## src/rtl/noc_seq_table.sv

```systemverilog
// noc_seq_table: per-source expected sequence numbers, one async read port and one write port.
module noc_seq_table #(
    parameter int DEPTH = 4,
    parameter int AW    = 2
) (
    input  logic          clk,
    input  logic          reset,
    input  logic [AW-1:0] raddr,
    output logic [7:0]    rdata,
    input  logic          we,
    input  logic [AW-1:0] waddr,
    input  logic [7:0]    wdata
);
    logic [7:0] mem [DEPTH];
    always_ff @(posedge clk) begin
        if (reset) begin
            for (int i = 0; i < DEPTH; i++) mem[i] <= '0;
        end else if (we) begin
            mem[waddr] <= wdata;
        end
    end
    assign rdata = mem[raddr];
endmodule

```

## config.mk

```make
export PLATFORM = sky130hd
export DESIGN_NAME = noc_seq_table
export DESIGN_NICKNAME = d
export VERILOG_FILES = /design/src/rtl/noc_seq_table.sv
export SDC_FILE = /design/constraint.sdc
export NUM_CORES = 1
export LEC_CHECK = 0
export BUFFER_PORTS_ARGS = -buffer_cell sky130_fd_sc_hd__buf_2
export CAP_MARGIN = 5
export CORE_MARGIN = 5
export CORE_UTILIZATION = 49
export CTS_BUF_LIST = sky130_fd_sc_hd__clkbuf_2 sky130_fd_sc_hd__clkbuf_4 sky130_fd_sc_hd__clkbuf_8
export CTS_CLUSTER_SIZE = 30
export DETAILED_ROUTE_END_ITERATION = 12
export HOLD_SLACK_MARGIN = 0.12
export PLACE_DENSITY = 0.83
export SYNTH_ARGS = -nofsm -noshare
export SYNTH_HDL_FRONTEND = slang
export SYNTH_SLANG_ARGS = --single-unit
```

## constraint.sdc

```tcl
create_clock -name clk -period 1.1 [get_ports clk]
set_clock_uncertainty 0.05 [all_clocks]
set_input_delay 0.11 -clock clk [delete_from_list [all_inputs] [get_ports clk]]
set_output_delay 0.11 -clock clk [all_outputs]
set_load 0.05 [all_outputs]
```

==> results.yml <==
power:
  clkPwrFrac: 0.257
  combPwrFrac: 0.185
  pwr-share-seq: 0.558
  p_int_mw: 1.95
  switching_share: 0.256
  power.switching_mw: 0.670
  p_per_area_mw_per_mm2: 1410
  leakage_nw: 0.711
  ir_drop_mv: 0.906
yosys:
  synth.cell_area_sq_mm: 0.00148
  synth_ff_type: "edfxtp_1"
  synthArstFlopShare: 0
  synth_most_common_cell: "edfxtp_1"
  ys_warn_count: 0
  yosysTopAreaCell: "edfxtp_1"
  synth_edf_count: 32
  yosys-top-cells-count: "edfxtp_1 (32), and2_1 (24), and2_2 (8), mux4_2 (8)"
  syn_inst: 84
  ys_ff_latch: 32
  synth_top_area_share: 0.651
  synth.area.top_cells: "edfxtp_1 (65%), mux4_2 (12%), and2_1 (10%)"
  avgSynthCellArea_sq_um: 17.6
  yosysSeqAreaShare: 0.651
  yosysUniqueCellTypes: 13
  synth_nets: 99
status:
  violations: "negative setup slack"
  status: "finished with violations"
sta:
  relSlewSlack: 0.829
  setup_ws_ns: -0.447
  min_period_over_period: 1.41
  finalCriticalPeriod_ns: 1.55
  hold_violations: 0
  hold_ws_ns: 0.325
  final_max_slew_viol_count: 0
  fmaxAchievable_mhz: 647
  tightest_slew_ns: 0.257
  setup_violations: 8
  rsz0062_at_grt: "true"
global_routing:
  grt_use_total: 0.154
  grt_max_degree: 10
  grt_pass1_vias: 892
  grt_pass1_wl_mm: 4.53
  overflow: 0
  antenna_found_initial: 0
final_layout:
  top_register: "mem"
  nets: 140
  n_antenna_cell: 0
  top_regs: "mem: 32 flops"
  final_layout_size_suffix_gt1_frac: 0.452
  largest_register_ffs: 32
  area.growth.synth_to_final_pct: 25.7
worst_setup_path:
  slowest_delay_ns: 0.50
  cp.arrival_ns: 1.39
  cp_max_fo: 1
  start_kind: "flop"
  path_cells: "mux4_2 > buf_6"
  crit_path_end_kind: "output pin"
  crit_slowest_cell: "mux4_2"
  required_ns: 0.94
  critPathKind: "flop to output pin"
run:
  maxCapViolCount: 0
clock_tree:
  postCtsSetupRepairBufs: 0
  numCtsBuffers: 5
  clock_path_buffers: 2
  numClockSinks: 32
  cts.htree.levels: 2
  path_clk_slew_ns: 0.09
  cts_tree: "yes"
  clockRootBuffer: "clkbuf_4"
placed_design:
  port_buffers: 22
  place_ws_ns: -0.156
  dpl.hpwl_mm: 1.90
  gp_congestion: 0.713
die:
  core_sq_mm: 0.00298
  row_count: 20
  die_h_microns: 64.9
  dieArea_sq_mm: 0.00421
  pin_count: 23
  initial_core_util: 0.495
  chipWidth_microns: 64.9
min_path:
  worstHoldPathType: "primary input to flop"
detailed_routing:
  route.detailed.drc: 0
  route.vias.total: 863
  via_per_inst: 5.43
  wl_mm: 2.81
  drt-initial-drc-count: 26
  first_pass_iters: 4
  ant_nets: 0
  avgRoutedWirePerCell_microns: 17.7
## logic make-up after synthesis
family                 Yosys count  synth area share
muxes                            8             0.122
DFF                             32             0.651
AOI/OAI and AO/OA                4            0.0221
and+or+nand+nor                 37             0.191
buffers and inverters            3            0.0136
## worst paths after layout
check  startpoint         to  slack, ns  depth (start not counted)
max     mem[2][6]   rdata[6]      -0.45                          2
min         reset  mem[3][1]       0.32                          2
## worst max-delay path, delay by kind of cell, from the launching register on
kind	cells	cell delay [ns]
buffers and inverters	1	0.17
DFF	1	0.38
muxes	1	0.50
## metal layers
metal,vias to the layer above,track usage,wire [microns]
met5,-,0,0
met4,0,0.0712,53
met3,5,0.0607,205
met2,36,0.239,1360
met1,421,0.188,1200
li1,401,-,-
## power by group through the flow
stage | combinational [mW] | clock (mW) | sequential, mW
6_report | 0.484 | 0.672 | 1.46
5_1_grt | 0.508 | 0.742 | 1.47
4_1_cts | 0.488 | 0.680 | 1.46
3_5_place_dp | 0.411 | 0 | 1.49
3_3_place_gp | 0.402 | 0 | 1.48
2_1_floorplan | 0.283 | 0 | 1.48
## placed cells by master, fill, tap and decap left out, types with 5 or more instances in the layout
master         Yosys  final
buf_4              0      5
and2_1            24     24
clkbuf_4           0      7
buf_2              0     14
buf_6              1      8
edfxtp_1          32     32
and2_2             8      8
mux4_2             8      8
dlygate4sd3_1      0      8
## cell type report
class	instances	area (sq um)
clock inverters	1	3.75
clock buffers	7	52.6
repair buffers	36	298
fillers	211	1120
inverters	1	3.75
flip-flops and latches	32	961
well taps	33	41.3
multi-input cells	49	494
## what timing repair did
| action | 4_1_cts | 5_1_grt |
|---|---|---|
| pin swaps | 0 | 0 |
| endpoints found under the hold margin | 32 | 0 |
| hold buffers | 8 | 0 |
| resized for setup | 16 | 0 |
| endpoints found under the setup margin | 8 | 8 |
## through the flow
stage	power, mW	TNS, ns	cell area, sq um	util	cells
5_1_grt	2.72	-3.83	1850	0.623	159
3_3_place_gp	1.88	-1.00	1670	0.560	143
6_report	2.62	-3.38	1850	0.623	159
2_1_floorplan	1.76	-0.327	1480	-	84
3_5_place_dp	1.90	-1.61	1670	0.560	143
4_1_cts	2.63	-3.47	1850	0.623	159
No activity file was read; power rests on OpenSTA's default activity.
